==> config.mk <==
export PLATFORM = sky130hd
export DESIGN_NAME = mul_div_unit_flat
export DESIGN_NICKNAME = d
export VERILOG_FILES = /design/src/rtl/mdu_pkg.sv /design/src/rtl/mdu_if.sv /design/src/rtl/mdu_iter_datapath.sv /design/src/rtl/mul_div_unit.sv /design/src/flat_wrapper.sv
export SDC_FILE = /design/constraint.sdc
export NUM_CORES = 1
export LEC_CHECK = 0
export BUFFER_PORTS_ARGS = -buffer_cell sky130_fd_sc_hd__buf_4
export CORE_ASPECT_RATIO = 1.2
export CORE_MARGIN = 1.5
export CORE_UTILIZATION = 40
export CTS_BUF_LIST = sky130_fd_sc_hd__clkbuf_16
export CTS_CLUSTER_SIZE = 20
export DETAILED_ROUTE_END_ITERATION = 8
export GPL_TIMING_DRIVEN = 0
export PLACE_DENSITY = 0.68
export SLEW_MARGIN = 25
export SYNTH_ARGS = -nofsm -noshare
export SYNTH_HDL_FRONTEND = slang
export SYNTH_HIERARCHICAL = 1
export SYNTH_SLANG_ARGS = --single-unit
==> constraint.sdc <==
create_clock -name clk -period 7.2 [get_ports clk]
set_input_delay 0.36 -clock clk [delete_from_list [all_inputs] [get_ports clk]]
set_output_delay 0.36 -clock clk [all_outputs]
set_load 0.01 [all_outputs]
==> src/rtl/mdu_pkg.sv <==
// Shared encodings for the multiply/divide unit: op codes, FSM states, default width.
package mdu_pkg;

    localparam int DATA_W_DEF = 32;

    localparam logic [2:0] OP_MULT  = 3'd0;
    localparam logic [2:0] OP_MULTU = 3'd1;
    localparam logic [2:0] OP_DIV   = 3'd2;
    localparam logic [2:0] OP_DIVU  = 3'd3;
    localparam logic [2:0] OP_MADD  = 3'd4;
    localparam logic [2:0] OP_MADDU = 3'd5;

    localparam logic [1:0] S_IDLE = 2'd0;
    localparam logic [1:0] S_PREP = 2'd1;
    localparam logic [1:0] S_ITER = 2'd2;
    localparam logic [1:0] S_FIX  = 2'd3;

endpackage

==> src/rtl/mdu_if.sv <==
// EX-stage request/result bundle between the pipeline and the multiply/divide unit.
interface mdu_if #(parameter int DATA_W = mdu_pkg::DATA_W_DEF);

    logic              start;
    logic [2:0]        op;
    logic [DATA_W-1:0] rs_data;
    logic [DATA_W-1:0] rt_data;
    logic              mthi;
    logic              mtlo;
    logic              flush;
    logic [DATA_W-1:0] hi;
    logic [DATA_W-1:0] lo;
    logic              busy;
    logic              done;

    modport master (output start, op, rs_data, rt_data, mthi, mtlo, flush,
                    input  hi, lo, busy, done);
    modport slave  (input  start, op, rs_data, rt_data, mthi, mtlo, flush,
                    output hi, lo, busy, done);

endinterface

==> src/rtl/mdu_iter_datapath.sv <==
// One radix-2 step per cycle on unsigned magnitudes: shift-add multiply or
// restoring shift-subtract divide, sharing one adder and a 2*DATA_W shift register.
module mdu_iter_datapath #(parameter int DATA_W = 32) (
    input  logic                  clk,
    input  logic                  rst,
    input  logic                  load_i,
    input  logic                  step_i,
    input  logic                  div_mode_i,
    input  logic [DATA_W-1:0]     a_i,
    input  logic [DATA_W-1:0]     b_i,
    output logic [2*DATA_W-1:0]   acc_o
);
    localparam int W = DATA_W;

    logic [2*W-1:0] acc_q, acc_d;
    logic [W-1:0]   opnd_q, opnd_d;
    logic [W-1:0]   acc_hi, acc_lo;
    logic [W:0]     rem_sh;
    logic [W+1:0]   sum;

    assign acc_hi = acc_q[2*W-1:W];
    assign acc_lo = acc_q[W-1:0];
    assign rem_sh = {acc_hi, acc_lo[W-1]};
    assign acc_o  = acc_q;

    always_comb begin
        if (div_mode_i) sum = {1'b0, rem_sh} - {2'b00, opnd_q};
        else            sum = {2'b00, acc_hi} + {2'b00, opnd_q};
        acc_d  = acc_q;
        opnd_d = opnd_q;
        if (load_i) begin
            // Low half starts as multiplier (mul) or dividend (div); quotient bits shift in behind it.
            acc_d  = {{W{1'b0}}, div_mode_i ? a_i : b_i};
            opnd_d = div_mode_i ? b_i : a_i;
        end else if (step_i) begin
            if (div_mode_i)
                acc_d = sum[W+1] ? {rem_sh[W-1:0], acc_lo[W-2:0], 1'b0}
                                 : {sum[W-1:0],    acc_lo[W-2:0], 1'b1};
            else
                acc_d = acc_lo[0] ? {sum[W:0], acc_lo[W-1:1]}
                                  : {1'b0, acc_hi, acc_lo[W-1:1]};
        end
    end

    always_ff @(posedge clk or posedge rst) begin
        if (rst) begin
            acc_q  <= '0;
            opnd_q <= '0;
        end else begin
            acc_q  <= acc_d;
            opnd_q <= opnd_d;
        end
    end

endmodule

==> src/rtl/mul_div_unit.sv <==
// Iterative MULT/MULTU/DIV/DIVU unit owning HI/LO; FSM IDLE->PREP->ITER->FIX.
// Define MDU_MADD_EN to add MADD/MADDU (multiply then accumulate into {HI,LO}).
module mul_div_unit
    import mdu_pkg::*;
#(parameter int DATA_W = DATA_W_DEF) (
    input logic   clk,
    input logic   reset,
    mdu_if.slave  bus
);
    localparam int W  = DATA_W;
    localparam int CW = $clog2(DATA_W);

    logic [1:0]     state_q, state_d;
    logic [CW-1:0]  cnt_q, cnt_d;
    logic [2:0]     op_q;
    logic [W-1:0]   a_q, b_q, hi_q, lo_q;
    logic           neg_res_q, neg_rem_q, divz_q, done_q;

    logic           op_ok, go, is_div, is_signed, sa, sb;
    logic [W-1:0]   a_mag, b_mag, quo, rem;
    logic [2*W-1:0] acc, prod, res;

    always_comb begin
`ifdef MDU_MADD_EN
        op_ok = (bus.op <= OP_MADDU);
`else
        op_ok = (bus.op <= OP_DIVU);
`endif
    end

    assign go        = bus.start && op_ok;
    assign is_div    = (op_q == OP_DIV) || (op_q == OP_DIVU);
    assign is_signed = !op_q[0];
    assign sa        = is_signed && a_q[W-1];
    assign sb        = is_signed && b_q[W-1];
    assign a_mag     = sa ? -a_q : a_q;
    assign b_mag     = sb ? -b_q : b_q;

    mdu_iter_datapath #(.DATA_W(W)) u_dp (
        .clk        (clk),
        .rst        (reset),
        .load_i     (state_q == S_PREP),
        .step_i     (state_q == S_ITER),
        .div_mode_i (is_div),
        .a_i        (a_mag),
        .b_i        (b_mag),
        .acc_o      (acc)
    );

    always_comb begin
        prod = neg_res_q ? -acc : acc;
        quo  = neg_res_q ? -acc[W-1:0] : acc[W-1:0];
        rem  = neg_rem_q ? -acc[2*W-1:W] : acc[2*W-1:W];
        if (is_div)
            res = divz_q ? {a_q, {W{1'b1}}} : {rem, quo};
`ifdef MDU_MADD_EN
        else if (op_q == OP_MADD || op_q == OP_MADDU)
            res = {hi_q, lo_q} + prod;
`endif
        else
            res = prod;
    end

    always_comb begin
        state_d = state_q;
        cnt_d   = cnt_q;
        case (state_q)
            S_IDLE: if (go) state_d = S_PREP;
            S_PREP: begin
                cnt_d   = '0;
                state_d = S_ITER;
            end
            S_ITER: begin
                cnt_d = cnt_q + 1'b1;
                if (cnt_q == CW'(W - 1)) state_d = S_FIX;
            end
            default: state_d = S_IDLE;
        endcase
        if (bus.flush && state_q != S_IDLE) state_d = S_IDLE;
    end

    always_ff @(posedge clk or posedge reset) begin
        if (reset) begin
            state_q   <= S_IDLE;
            cnt_q     <= '0;
            op_q      <= '0;
            a_q       <= '0;
            b_q       <= '0;
            hi_q      <= '0;
            lo_q      <= '0;
            neg_res_q <= 1'b0;
            neg_rem_q <= 1'b0;
            divz_q    <= 1'b0;
            done_q    <= 1'b0;
        end else begin
            state_q <= state_d;
            cnt_q   <= cnt_d;
            done_q  <= 1'b0;
            if (state_q == S_IDLE) begin
                if (go) begin
                    op_q <= bus.op;
                    a_q  <= bus.rs_data;
                    b_q  <= bus.rt_data;
                end else begin
                    if (bus.mthi) hi_q <= bus.rs_data;
                    if (bus.mtlo) lo_q <= bus.rs_data;
                end
            end
            if (state_q == S_PREP) begin
                neg_res_q <= sa ^ sb;
                neg_rem_q <= sa;
                divz_q    <= (b_q == '0);
            end
            if (state_q == S_FIX && !bus.flush) begin
                {hi_q, lo_q} <= res;
                done_q       <= 1'b1;
            end
        end
    end

    assign bus.hi   = hi_q;
    assign bus.lo   = lo_q;
    assign bus.busy = (state_q != S_IDLE);
    assign bus.done = done_q;

endmodule

==> src/flat_wrapper.sv <==
// flat-port wrapper written by rule: the top's interface ports become plain ports
module mul_div_unit_flat import mdu_pkg::*;
#(parameter int DATA_W = DATA_W_DEF)
  (clk, reset, bus_start, bus_op, bus_rs_data, bus_rt_data, bus_mthi, bus_mtlo, bus_flush, bus_hi, bus_lo, bus_busy, bus_done);
  mdu_if #(.DATA_W(DATA_W)) bus_i ();
  input logic clk;
  input logic reset;
  input wire logic [$bits(bus_i.start)-1:0] bus_start;
  input wire logic [$bits(bus_i.op)-1:0] bus_op;
  input wire logic [$bits(bus_i.rs_data)-1:0] bus_rs_data;
  input wire logic [$bits(bus_i.rt_data)-1:0] bus_rt_data;
  input wire logic [$bits(bus_i.mthi)-1:0] bus_mthi;
  input wire logic [$bits(bus_i.mtlo)-1:0] bus_mtlo;
  input wire logic [$bits(bus_i.flush)-1:0] bus_flush;
  output wire logic [$bits(bus_i.hi)-1:0] bus_hi;
  output wire logic [$bits(bus_i.lo)-1:0] bus_lo;
  output wire logic [$bits(bus_i.busy)-1:0] bus_busy;
  output wire logic [$bits(bus_i.done)-1:0] bus_done;
  assign bus_i.start = bus_start;
  assign bus_i.op = bus_op;
  assign bus_i.rs_data = bus_rs_data;
  assign bus_i.rt_data = bus_rt_data;
  assign bus_i.mthi = bus_mthi;
  assign bus_i.mtlo = bus_mtlo;
  assign bus_i.flush = bus_flush;
  assign bus_hi = bus_i.hi;
  assign bus_lo = bus_i.lo;
  assign bus_busy = bus_i.busy;
  assign bus_done = bus_i.done;
  mul_div_unit #(.DATA_W(DATA_W)) u_core (.clk(clk), .reset(reset), .bus(bus_i));
endmodule
Word-level counts from Yosys, hierarchy flattened
Cells that the tools add are included.
{ "word_totals": {"ff_bits": 238, "latch_bits": 0, "ramBits": 0, "romBits": 0, "out_inout_bits": 66, "mem_count": 0} }
{ "classes": {"addsub": 8, "n_mul": 0, "div": 0, "n_lt_le_gt_ge": 1, "n_eq_ne": 9, "shift": 0, "n_mux": 29, "bitwise": 1, "n_reduce_logical": 19} }
{ "op_table": {"columns": ["operator", "count"], "rows": [
  ["64-bit two-way mux", 8],
  ["32-bit two-way mux", 14],
  ["32-bit negator", 4],
  ["64-bit negator", 1],
  ["34-bit two-way mux", 1],
  ["33-bit by 32-bit subtractor with 34-bit output", 1],
  ["32-bit by 32-bit adder with 33-bit output", 1],
  ["32-bit zero test", 1],
  ["5-bit one-hot mux with 2 select lines", 1],
  ["2-bit nonzero test", 5],
  ["3-bit by 2-bit == test with 1-bit output, second input constant", 2],
  ["2-bit two-way mux", 3],
  ["3-bit by 1-bit != test with 1-bit output, second input constant", 2],
  ["2-bit one-hot mux with 3 select lines", 1],
  ["3-bit AND reduction", 2],
  ["5-bit by 1-bit adder with 5-bit output, second input constant", 1],
  ["5-bit == test, second input constant", 1],
  ["1-bit logical AND", 5],
  ["2-bit == test, second input constant", 2],
  ["2-bit AND reduction", 2],
  ["3-bit by 2-bit less-or-equal comparator with 1-bit output, second input constant", 1],
  ["2-bit by 1-bit == test with 1-bit output, second input constant", 1],
  ["1-bit zero test", 2],
  ["2-bit zero test", 1],
  ["4 further kinds", 4]
]} }

Depth between registers and ports, before layout
Gate-level depths: netlist of run 1.
{ "logic_depth": {"word_depth": 7, "depth_mapped": 15, "depth_no_buf": 13} }

Cells and area by module
The synthesis of run 1 kept the hierarchy.
{ "modules_own_cells": {"columns": ["mod", "n_inst", "cells_each", "area_each_um2", "seq_area_each_um2"], "rows": [
  ["mul_div_unit", 1, 1162, 10023.4, 3553.4],
  ["mdu_iter_datapath", 1, 1144, 8943.6, 2402.3]
]} }

Least setup slack after synthesis of run 1
OpenSTA, ideal clock, no wires.
{ "synth_path": {"kind": "register to register", "startpoint": "reg u_core.u_dp.acc_q[1] (netlist: u_core/u_dp/acc_o[1])", "endpoint": "reg u_core.hi_q[26] (netlist: u_core/bus.hi[26])", "setup_ps": 126, "arrival_time_ps": 3007, "required_ps": 7074, "slack_ps": 4067, "stages_incl_launch_ff": 10, "path_buffers": 1, "cell_sequence": "dfrtp_1 -> inv_1 -> ha_1 -> or4b_2 -> or4b_4 -> or3_1 -> clkbuf_1 -> o311ai_0 -> o41ai_1 -> a221o_1"} }
{ "synth_via": {"elab_chain_cells": 4} }
{ "synth_rtl": {"columns": ["element", "line_no", "text"], "rows": [
  ["start: declaration", "mdu_iter_datapath.sv:15", "logic [2*W-1:0] acc_q, acc_d;"],
  ["start signal: assignment", "mdu_iter_datapath.sv:47", "acc_q <= '0;"],
  ["start signal: assignment", "mdu_iter_datapath.sv:50", "acc_q <= acc_d;"],
  ["64-bit negator", "mul_div_unit.sv:51", "prod = neg_res_q ? -acc : acc;"],
  ["64-bit two-way mux", "mul_div_unit.sv:51", null],
  ["64-bit two-way mux", "mul_div_unit.sv:54", "if (is_div)"],
  ["32-bit two-way mux", "mul_div_unit.sv:114", "if (state_q == S_FIX && !bus.flush) begin"],
  ["end signal: assignment", "mul_div_unit.sv:105", "if (bus.mthi) hi_q <= bus.rs_data;"],
  ["end signal: assignment", "mul_div_unit.sv:115", "{hi_q, lo_q} <= res;"],
  ["end: declaration", "mul_div_unit.sv:16", "logic [W-1:0] a_q, b_q, hi_q, lo_q;"]
]} }
No other way between the ends.
A chain may end at the register's enable or synchronous reset.

Worst setup path in the final report of run 1
{ "layout_path": {"startpoint": "reg u_core.op_q[2]", "endpoint": "reg u_core.u_dp.acc_q[35] (netlist: u_core/u_dp/acc_o[35])"} }
{ "layout_via": {"elab_chain_cells": 7, "word_cells_on_any_way": 9, "classes_between": "2 x eq/ne; 6 x mux; 1 x reduce/logical"} }
{ "layout_rtl": {"columns": ["element", "line_no", "text"], "rows": [
  ["start: declaration", "mul_div_unit.sv:15", "logic [2:0] op_q;"],
  ["start signal: assignment", "mul_div_unit.sv:101", "op_q <= bus.op;"],
  ["3-bit by 2-bit == test with 1-bit output", "mul_div_unit.sv:32", "assign is_div = (op_q == OP_DIV) || (op_q == OP_DIVU);"],
  ["1-bit logical OR (*)", "mul_div_unit.sv:32", null],
  ["via u_core.is_div", "mul_div_unit.sv:19", "logic op_ok, go, is_div, is_signed, sa, sb;"],
  ["34-bit two-way mux", "mdu_iter_datapath.sv:27", "if (div_mode_i) sum = {1'b0, rem_sh} - {2'b00, opnd_q};"],
  ["64-bit two-way mux, on equally long branches", "mdu_iter_datapath.sv:40, mdu_iter_datapath.sv:37", null],
  ["64-bit two-way mux (*)", "mdu_iter_datapath.sv:36", "if (div_mode_i)"],
  ["64-bit two-way mux (*)", "mdu_iter_datapath.sv:35", "end else if (step_i) begin"],
  ["64-bit two-way mux (*)", "mdu_iter_datapath.sv:31", "if (load_i) begin"]
]} }
Mark *: on every way through the listed nets, which the timed path passes. The rest lies on a longest branch. The select of a mux whose other input is x is not followed.

==> metrics.txt, run 1 <==
result of the run=finished clean; placed cell count=approximately 3k; crit path capture type=flip-flop; Power Density=approximately 560 nW/um^2; crit-path cells=nand2b_1, clkbuf_1, inv_1, clkbuf_1, inv_2, or3_1, a211oi_1, and3_1, nand3_1, nand2_1, buf_1, o31ai_1, o221ai_1, a21oi_1; layout overhead on the synthesized area=14.9%; DR vias=between 15k and 20k; Vias/cell=6.30; CP Data Required Time=between 7 and 8 ns; Worst path max stage delay=0.81 ns; remaining antenna violation count after routing=0; CP arrival=5.95 ns; Clock Sink Count=238; Max Cap Viol=0; Sw Ratio=a little over half; Clock transition at path regs=approximately 0.060 ns; Mapped Nets=about 2.5k; final core occ=between 40% and 50%; Min Hold Slack=~0.017 ns; Final WS setup=1.70 ns; Psw=approximately 6.6 mW; most numerous cell in the Yosys netlist=a21oi_1; Die X=202 microns; number of synthesized flops with an enable pin=0; Post-Synthesis Cells=between 2k and 2.5k; CTS tree=done; Final Critical Period=5.50 ns; die area=between 40000 and 50000 sq um; starting density of the core=between 40% and 50%; Routability Congestion=between 1 and 1.5; global-route wire length before repair=123000 microns; CP Max Fanout=11; GRT Overall Usage=33.3%; Post-CTS Setup Bufs=0; Initial DRC Count=roughly 2k; Top cell by count, worst path=clkbuf_1; Ys Warns=6; Worst Skew=roughly 0.013 ns; pre-CTS WS=between 2 and 2.5 ns; Post-DP Area=around 21000 sq um; min-delay worst type=primary input to flip-flop; Seq/Total Area, Yosys=between 30% and 40%; leakage power=~9.5 nW; Synth Register Bits=between 200 and 250; layout cells sized above 1=12.0%; DIE HEIGHT=roughly 240 microns; sequential power share=25.6%; boundary pin count=between 100 and 150; fill cell count=around 4.6k; NumNets Final=around 2.6k; clock tree buffer depth=3; Final Instance Area=around 22000 sq um; number of global-route vias before repair=approximately 19k; slowest CP cell=clkbuf_1; H-tree levels=1; Clk Latency, worst-skew pair=0.58 ns; core area=46900 sq um; Max VDD drop=256 uV; leading area contributor after synthesis=dfrtp_1; part of the power in combinational logic=between 60% and 70%; Fin. Hold Viols=0; RSZ-0062 raised after global routing=no; Num CTS Buffers=28; top cells by count, synth=243 x a21oi_1, 238 x dfrtp_1, 229 x nor2_1; total power=approximately 12 mW; DR DRC count=0; port buffer count=about 140; Setup TNS=0 ns; Fmax=around 180 MHz; worst slew pin tran=just over 1 ns; area occupied by multi-input gates=around 12000 sq um; Setup-failing EPs final=0; Main synth FF type=dfrtp_1; antenna violations before repair=0; WL final=83100 microns; drt pass-1 iters=6; fraction of registers with async set/reset=100%; synthesized area per cell=roughly 8.2 sq um; root buf cell=clkbuf_16; Critical Path Start Type=flip-flop; Synth area leaders=dfrtp_1 31%, a21oi_1 6.4%, mux2i_1 6.4%; ratio of final minimum period to clock period=76.5%; Pins Over Slew Limit=0; Register Area=between 5000 and 6000 sq um; ANT cells=0; Post-Syn Area=between 15000 and 20000 sq um; site row count=87; Clk pwr share=a little under an eighth; Setup CP Type=flip-flop to flip-flop; largest net degree at the start of global routing=88; fin cells=3122; post-DP HPWL=approximately 65000 microns; Routed WL per cell=roughly 27 microns; Netlist cell types=87; Yosys top cell area share=about a third; Internal=roughly 5.6 mW; Rel. slew slack=between 30% and 40%; GRT overflow=0
==> critical path: cells and delay by family, from the launching register on <==
kind / cells / cell delay, ns
buffers and inverters: 5 / 2.28
AO/OA/AOI/OAI: 4 / 1.02
flip-flops: 1 / 0.42
AND/OR/NAND/NOR: 5 / 1.63
==> registers in the layout, indices dropped and copies added (netlist names) <==
name	cells
u_core/a_q	32
u_core/b_q	32
u_core/bus.done	1
u_core/bus.hi	32
u_core/bus.lo	32
u_core/cnt_q	5
u_core/divz_q	1
u_core/neg_rem_q	1
u_core/neg_res_q	1
u_core/op_q	3
u_core/state_q	2
u_core/u_dp/acc_o	64
u_core/u_dp/opnd_q	32
==> placed cells by master, fill, tap and decap left out, drive strengths merged, types with 13 or more instances in the layout <==
cell type    n
nor4        19
mux2        68
o211ai      19
a211oi      23
a21o        40
nand4       17
inv         83
nand2b      28
nor2b       20
buf        171
nand2      189
or4         22
nand3       50
and3        16
o41ai       13
dfrtp      238
mux2i      121
xnor2       77
ha          75
xor2        87
or3         38
a21oi      243
o21ai      165
o221ai      17
o31ai       32
o22ai       16
nor2       229
a31oi       35
clkbuf     144
nor3        46
==> layout make-up <==
type / count / share of cell area [%]
buffer: 146 / 2.63
clock buffer: 29 / 3.33
clock inverter: 23 / 0.907
inverter: 77 / 1.38
multi-input combinational: 1845 / 55.8
sequential: 238 / 27.3
tap: 623 / 3.58
timing repair buffer: 141 / 5.05
==> what timing repair did <==
action                                 in CTS  in global routing
endpoints found under the hold margin     124                  0
hold buffers                                1                  0
gates resized for setup                     0                  0
==> cell families after synthesis <==
| kind of cell | after synthesis | share of synthesized area [%] |
|---|---|---|
| buffers and inverters | 223 | 4.54 |
| AND/OR/NAND/NOR | 718 | 18.1 |
| AO/OA/AOI/OAI | 697 | 22.8 |
| flip-flops | 238 | 31.4 |
| multiplexers | 189 | 10.4 |
| XOR/XNOR | 164 | 7.57 |
| adder cells (fa/ha/maj) | 77 | 5.16 |
==> worst paths after layout <==
check                             startpoint  cells after the start                     end  slack [ns]
max                           u_core/op_q[2]                     14   u_core/u_dp/acc_o[35]        1.70
min                          bus_rt_data[14]                      2          u_core/b_q[14]        0.02
max reg2reg                   u_core/op_q[2]                     14   u_core/u_dp/acc_o[35]        1.70
min reg2reg                u_core/bus.lo[12]                      2       u_core/bus.lo[12]        0.49
max in group asynchronous              reset                      4       u_core/bus.hi[15]        5.96
min in group asynchronous              reset                      3  u_core/u_dp/opnd_q[11]        0.39
==> power by group through the flow <==
stage	clock (mW)	combinational [mW]	sequential (mW)
after global routing	1.54	8.17	3.16
after global placement	0	7.27	3.07
final	1.46	7.61	3.13
after floorplan	0	4.99	2.63
after detailed placement	0	7.36	3.09
after CTS	1.48	7.41	3.07
==> per-layer routing <==
metal | share of wire (%) | track usage [%]
met4 | 6.6 | 18.2
met2 | 46 | 53.9
met3 | 8.4 | 5.51
met5 | 0 | 0
met1 | 39 | 42.2
(Power assumes the default switching activity.)
==> run 2, diff against run 1 <==
Settings changed: ABC_AREA set to 1, PLACE_DENSITY 0.68 to 0.67.
Clock period 7.2 ns to 5.5 ns, I/O delays scaled along.
==> run 2 against run 1 <==
  * Die area is 17% higher
  * Synthesized cell count grew 59%
  * Sequential cell count unchanged
  * Wire length rose by 27%
  * Critical endpoint is now u_core/u_dp/opnd_q[24]
  * Largest power group unchanged
==> metrics.txt, run 2 <==
die area=57000 sq um (+17%); fin cells=4643 (+49%); leading area contributor after synthesis=dfrtp_1; fraction of registers with async set/reset=100% (unchanged); GRT Overall Usage=36.7% (+3.4 points); most frequent cells in the layout=1178 x nand2_1, 502 x inv_1, 341 x nor2_1; largest family of logic cells by synthesized area=simple AND/OR/NAND/NOR gates; final core occ=46.9% (+0.44 points); most common cell after layout, fill and taps aside=nand2_1; ratio of final minimum period to clock period=79.7% (+3.2 points); Clk Latency, worst-skew pair=0.58 ns (about the same); most numerous cell in the Yosys netlist=nand2_1; post-cts gate resize count=0 (unchanged); Num CTS Buffers=27 (-3.6%); Die X=218 microns (+8.1%); Main synth FF type=dfrtp_1; Initial DRC Count=2786 (+43%); worst slew pin tran=1.06 ns (+0.0390 ns); CP Max Fanout=10 (-1); drt pass-1 iters=6 (unchanged); layout cells sized above 1=8.72% (-3.2 points); Clock transition at path regs=0.08 ns (+0.02 ns); Worst Skew=0.0181 ns (+0.00480 ns); Final Instance Area=25800 sq um (+18%); pre-CTS WS=1.43 ns (-0.642 ns); port buffer count=137 (-0.72%); Vias/cell=5.66 (-10%); XOR/XNOR Fraction of Synth Area=3.39% (-4.2 points); Seq/Total Area, Yosys=26.8% (-4.6 points); Setup-failing EPs final=0 (unchanged); Compound-Gate Fraction of Synth Area=15.1% (-7.7 points); CTS tree=done; Post-Synth Simple-Gate Area=38.0% (+20 points); NumNets Final=4050 (+54%); Routability Congestion=1.07 (+4.2%); Final Critical Period=4.38 ns (-1.12 ns); Setup TNS=0 ns (unchanged); GRT overflow=0 (unchanged); crit path capture type=flip-flop; total power=19.9 mW (+63%); Ys Warns=6 (unchanged); Critical Path Start Type=flip-flop; CP Data Required Time=5.88 ns (-1.76 ns); max FFs per register=64 (unchanged); min-delay worst type=primary input to flip-flop; core area=54900 sq um (+17%); Post-Synthesis Cells=3678 (+59%); Clock Sink Count=238 (unchanged); clock tree buffer depth=3 (unchanged); Max VDD drop=304 uV (+19%); Synth Area in Adders=4.40% (-0.76 points); starting density of the core=40.5% (about the same); CP arrival=4.76 ns (-1.19 ns); Netlist cell types=56 (-36%); Routed WL per cell=22.8 microns (-14%); leakage power=13.4 nW (+41%); Pins Over Slew Limit=0 (unchanged); Max Cap Viol=0 (unchanged); Fin. Hold Viols=0 (unchanged); Fmax=228 MHz (+26%); Mapped Nets=3828 (+56%); RSZ-0062 raised after global routing=no; Synth area leaders=dfrtp_1 27%, nand2_1 20%, inv_1 8.5%; Setup CP Type=flip-flop to flip-flop; number of synthesized flops with an enable pin=0 (unchanged); WL final=106000 microns (+27%); placed cell count=4537 (+48%); DR DRC count=0 (unchanged); result of the run=finished clean; Yosys top cell area share=26.8% (-4.6 points); antenna violations before repair=3 (+3); Power Density=774 nW/um^2 (+38%); Synth Register Bits=238 (unchanged); root buf cell=clkbuf_16; Rel. slew slack=28.6% (-2.7 points); top cells by count, synth=1178 x nand2_1, 503 x inv_1, 341 x nor2_1; post-DP HPWL=85500 microns (+32%); DIE HEIGHT=261 microns (+8.1%); global-route wire length before repair=155000 microns (+26%); site row count=94 (+8.0%); largest net degree at the start of global routing=76 (-14%); Post-DP Area=24200 sq um (+16%); layout overhead on the synthesized area=15.9%; remaining antenna violation count after routing=0 (unchanged); post-synthesis mux area share=0.839% (-9.6 points); Min Hold Slack=0.00642 ns (-0.0107 ns); H-tree levels=1 (unchanged); fill cell count=5799 (+25%); DR vias=26.3k (+34%); boundary pin count=139 (unchanged); number of global-route vias before repair=24.7k (+31%); Post-Syn Area=22200 sq um (+17%); Final WS setup=1.12 ns (-0.576 ns); synthesized area per cell=6.04 sq um (-27%)
==> run 2: path summary, 6_finish.rpt <==
kind                       slack, ns                endpoint             from  depth (start not counted)
min reg2reg                     0.50          u_core/op_q[2]   u_core/op_q[2]                          2
max in group asynchronous       4.37        u_core/neg_rem_q            reset                          4
min                            0.006          u_core/a_q[29]  bus_rs_data[29]                          3
max reg2reg                     1.12  u_core/u_dp/opnd_q[24]   u_core/op_q[2]                          9
min in group asynchronous       0.28    u_core/u_dp/acc_o[6]            reset                          3
max                             1.12  u_core/u_dp/opnd_q[24]   u_core/op_q[2]                          9
==> run 2: per-layer routing <==
| layer | GRT usage [%] | routed length (microns) | vias to the layer above | share of wire [%] |
|---|---|---|---|---|
| met3 | 6.70 | 9420 | 403 | 8.9 |
| met1 | 43.1 | 39700 | 12100 | 38 |
| met4 | 28.2 | 9570 | 2 | 9.1 |
| met2 | 59.3 | 47000 | 1491 | 44 |
| met5 | 0 | 11 | - | 0.010 |
| li1 | - | - | 12200 | - |
==> run 2: power by group <==
group          internal [mW]  switching [mW]
combinational           4.20            9.44
sequential              2.59            1.63
clock                   1.24           0.840
==> run 2: kinds of logic (layout without fill, tap and decap cells) <==
| group | after synthesis | count (layout) |
|---|---|---|
| buffers and inverters | 658 | 901 |
| AND/OR/NAND/NOR | 2007 | 2007 |
| adder cells (fa/ha/maj) | 77 | 77 |
| XOR/XNOR | 86 | 86 |
| other | 0 | 2 |
| AO/OA/AOI/OAI | 595 | 595 |
| flip-flops | 238 | 238 |
| multiplexers | 17 | 17 |
==> run 2: area by class of cell <==
cell class	count	area (sq um)	area share, %
Clock inverter	23	325	1.26
Inverter	514	1940	7.54
Clock buffer	27	676	2.62
Buffer	144	626	2.43
Tap cell	720	901	3.50
Sequential cell	238	5960	23.1
Multi-Input combinational cell	2782	13700	53.2
Timing Repair Buffer	193	1620	6.30
Antenna cell	2	5.00	0.0194
==> run 2: critical path: stages, from the launching register on <==
cell and delay [ns]:
dfrtp_1 0.39, nor2_1 0.36, clkbuf_1 0.64, buf_2 0.38, inv_2 0.10, buf_2 0.24, clkbuf_1 0.43, clkbuf_1 0.42
o21ai_0 0.92, o21ai_0 0.27
==> run 2: repair_timing <==
item | CTS | global route
setup buffers | 0 | 0
hold buffers | 54 | 0
endpoints found under the setup margin | 0 | 0
hold endpoints to repair | 160 | 0
==> run 3, diff against run 2 <==
Clock period 5.5 ns to 4.3 ns, I/O delays scaled along.
==> run 3 against run 2 <==
  * The run now ends with setup timing left
  * Cell count grew 0.28%
  * Combinational power is 29% higher
  * Register-to-register slack got worse by 1.2 ns
  * Global-route usage rose by 0.11 points
  * Clock-buffer cell count is the same
  * Sequential share of layout area fell by 0.12 points
  * Wire length hardly changed
  * Critical path type unchanged
  * Largest cell class unchanged
==> metrics.txt, run 3 (synthesized netlist as in run 2, its figures left out) <==
Top cell by count, worst path=clkbuf_1; remaining antenna violation count after routing=0 (unchanged); root buf cell=clkbuf_16; Clk pwr share=10.4% (about the same); CP arrival=4.74 ns (-0.02 ns); antenna violations before repair=3 (unchanged); starting density of the core=40.5% (unchanged); core area=54900 sq um (unchanged); Fmax=230 MHz (+0.67%); Setup-failing EPs final=1 (+1); largest net degree at the start of global routing=76 (unchanged); number of global-route vias before repair=24.7k (+0.081%); layout overhead on the synthesized area=16.5%; Internal=10.3 mW (+28%); Num CTS Buffers=27 (unchanged); post-cts gate resize count=0 (unchanged); CP Buf/Inv Count=6 (unchanged); DR DRC count=0 (unchanged); min-delay worst type=primary input to flip-flop; result of the run=finished with violations; Final Critical Period=4.35 ns (-0.0291 ns); DR vias=26.2k (-0.47%); Routability Congestion=1.07 (unchanged); family with the most delay on the worst path=buffers and inverters; sequential power share=21.1% (about the same); drt pass-1 iters=6 (unchanged); Max Cap Viol=0 (unchanged); max FFs per register=64 (unchanged); slowest CP cell=o21ai_0; Rel. slew slack=26.2% (-2.3 points); Final WS setup=-0.0517 ns (-1.17 ns); Vias/cell=5.62 (-0.75%); site row count=94 (unchanged); DIE HEIGHT=261 microns (unchanged); Max VDD drop=390 uV (+28%); CTS tree=done; Initial DRC Count=2799 (+0.47%); Sw Ratio=59.7% (about the same); Fin. Hold Viols=0 (unchanged); ratio of final minimum period to clock period=101% (+22 points); fill cell count=5776 (-0.40%); Setup CP Type=flip-flop to flip-flop; most frequent cells in the layout=1178 x nand2_1, 502 x inv_1, 341 x nor2_1; CP Data Required Time=4.69 ns (-1.19 ns); Worst Skew=0.0183 ns (+0.000277 ns); Psw=15.2 mW (+28%); Worst path max stage delay=0.95 ns (+0.03 ns); leakage power=13.5 nW (+0.40%); CP Max Fanout=10 (unchanged); Die X=218 microns (unchanged); port buffer count=137 (unchanged); Clock Sink Count=238 (unchanged); fin cells=4656 (+0.28%); Clk Latency, worst-skew pair=0.58 ns (about the same); GRT overflow=0 (unchanged); failing checks=setup timing; WL final=106000 microns (about the same); die area=57000 sq um (unchanged); most common cell after layout, fill and taps aside=nand2_1; NumNets Final=4063 (+0.32%); post-DP HPWL=85500 microns (unchanged); placed cell count=4537 (unchanged); RSZ-0062 raised after global routing=no; Critical Path Start Type=flip-flop; global-route wire length before repair=155000 microns (+0.25%); layout cells sized above 1=8.69% (-0.029 points); H-tree levels=1 (unchanged); part of the power in combinational logic=68.5% (about the same); boundary pin count=139 (unchanged); Setup TNS=-0.0517 ns (-0.0517 ns); Clock transition at path regs=0.07 ns (about the same); crit-path cells=nor2_1, clkbuf_1, buf_2, inv_2, buf_2, clkbuf_1, clkbuf_1, o21ai_0, o21ai_0; clock tree buffer depth=3 (unchanged); GRT Overall Usage=36.8% (+0.11 points); crit path capture type=flip-flop; Power Density=985 nW/um^2 (+27%); worst slew pin tran=1.09 ns (+0.0347 ns); Pins Over Slew Limit=0 (unchanged); pre-CTS WS=0.230 ns (-1.20 ns); Routed WL per cell=22.7 microns (-0.22%); Post-CTS Setup Bufs=0 (unchanged)
==> run 3: cell types whose count changed in the layout (fill, tap and decap cells not counted) <==
| cell | change |
|---|---|
| dlygate4sd3_1 | +13 |
==> run 3: stage by stage <==
stage          cell area [sq um]  hold slack [ns]  utilization (%)  power, mW
3_3_place_gp               24200            0.449             44.0       22.0
6_report                   25900           0.0755             47.1       25.5
2_1_floorplan              22200            0.366                -       15.6
3_5_place_dp               24200            0.281             44.1       22.0
4_1_cts                    25900           0.0733             47.1       24.8
5_1_grt                    25900            0.132             47.1       27.2
==> run 3: worst min-delay path, cell delays in order <==
cell and delay (ns):
clkbuf_1 0.17, nand4_1 0.14, nand3_1 0.07
==> run 3: final cells by class <==
| type | instances | area, sq um | area share, % |
|---|---|---|---|
| clock buffer | 27 | 676 | 2.61 |
| multi-input combinational | 2782 | 13700 | 52.9 |
| timing repair buffer | 206 | 1750 | 6.77 |
| buffer | 144 | 626 | 2.42 |
| sequential | 238 | 5960 | 23.0 |
| clock inverter | 23 | 325 | 1.26 |
| inverter | 514 | 1940 | 7.50 |
| tap | 720 | 901 | 3.48 |
| antenna | 2 | 5.00 | 0.0193 |
==> run 3: metal layers <==
layer | wire length (microns) | vias to the layer above | part of all wire [%] | GRT usage, %
li1 | - | 12300 | - | -
met1 | 39400 | 12000 | 37 | 43.2
met2 | 47300 | 1488 | 45 | 59.6
met3 | 9620 | 373 | 9.1 | 6.78
met4 | 9380 | 0 | 8.9 | 28.1
met5 | 0 | - | 0 | 0
==> run 3: power groups by stage <==
stage	Sequential (mW)	Clock [mW]	Combinational, mW
global route	5.41	2.76	19.0
CTS	5.24	2.67	16.9
detailed placement	5.27	0	16.8
floorplan	4.37	0	11.2
global placement	5.29	0	16.7
finish	5.39	2.66	17.5
==> run 3: path summary, 6_finish.rpt <==
kind	startpoint	endpoint	slack, ns	cells past startpoint
worst min-delay path	bus_mthi	u_core/bus.hi[0]	0.08	3
worst min register to register	u_core/cnt_q[4]	u_core/cnt_q[4]	0.50	2
worst max register to register	u_core/op_q[2]	u_core/u_dp/opnd_q[23]	-0.05	9
worst max-delay path	u_core/op_q[2]	u_core/u_dp/opnd_q[23]	-0.05	9
min in group asynchronous	reset	u_core/u_dp/acc_o[6]	0.22	3
max in group asynchronous	reset	u_core/bus.hi[8]	3.23	4
==> run 3: what timing repair did <==
action                     in CTS  in global routing
hold buffers                   67                  0
hold endpoints to repair      187                  0
setup endpoints to repair       0                  0
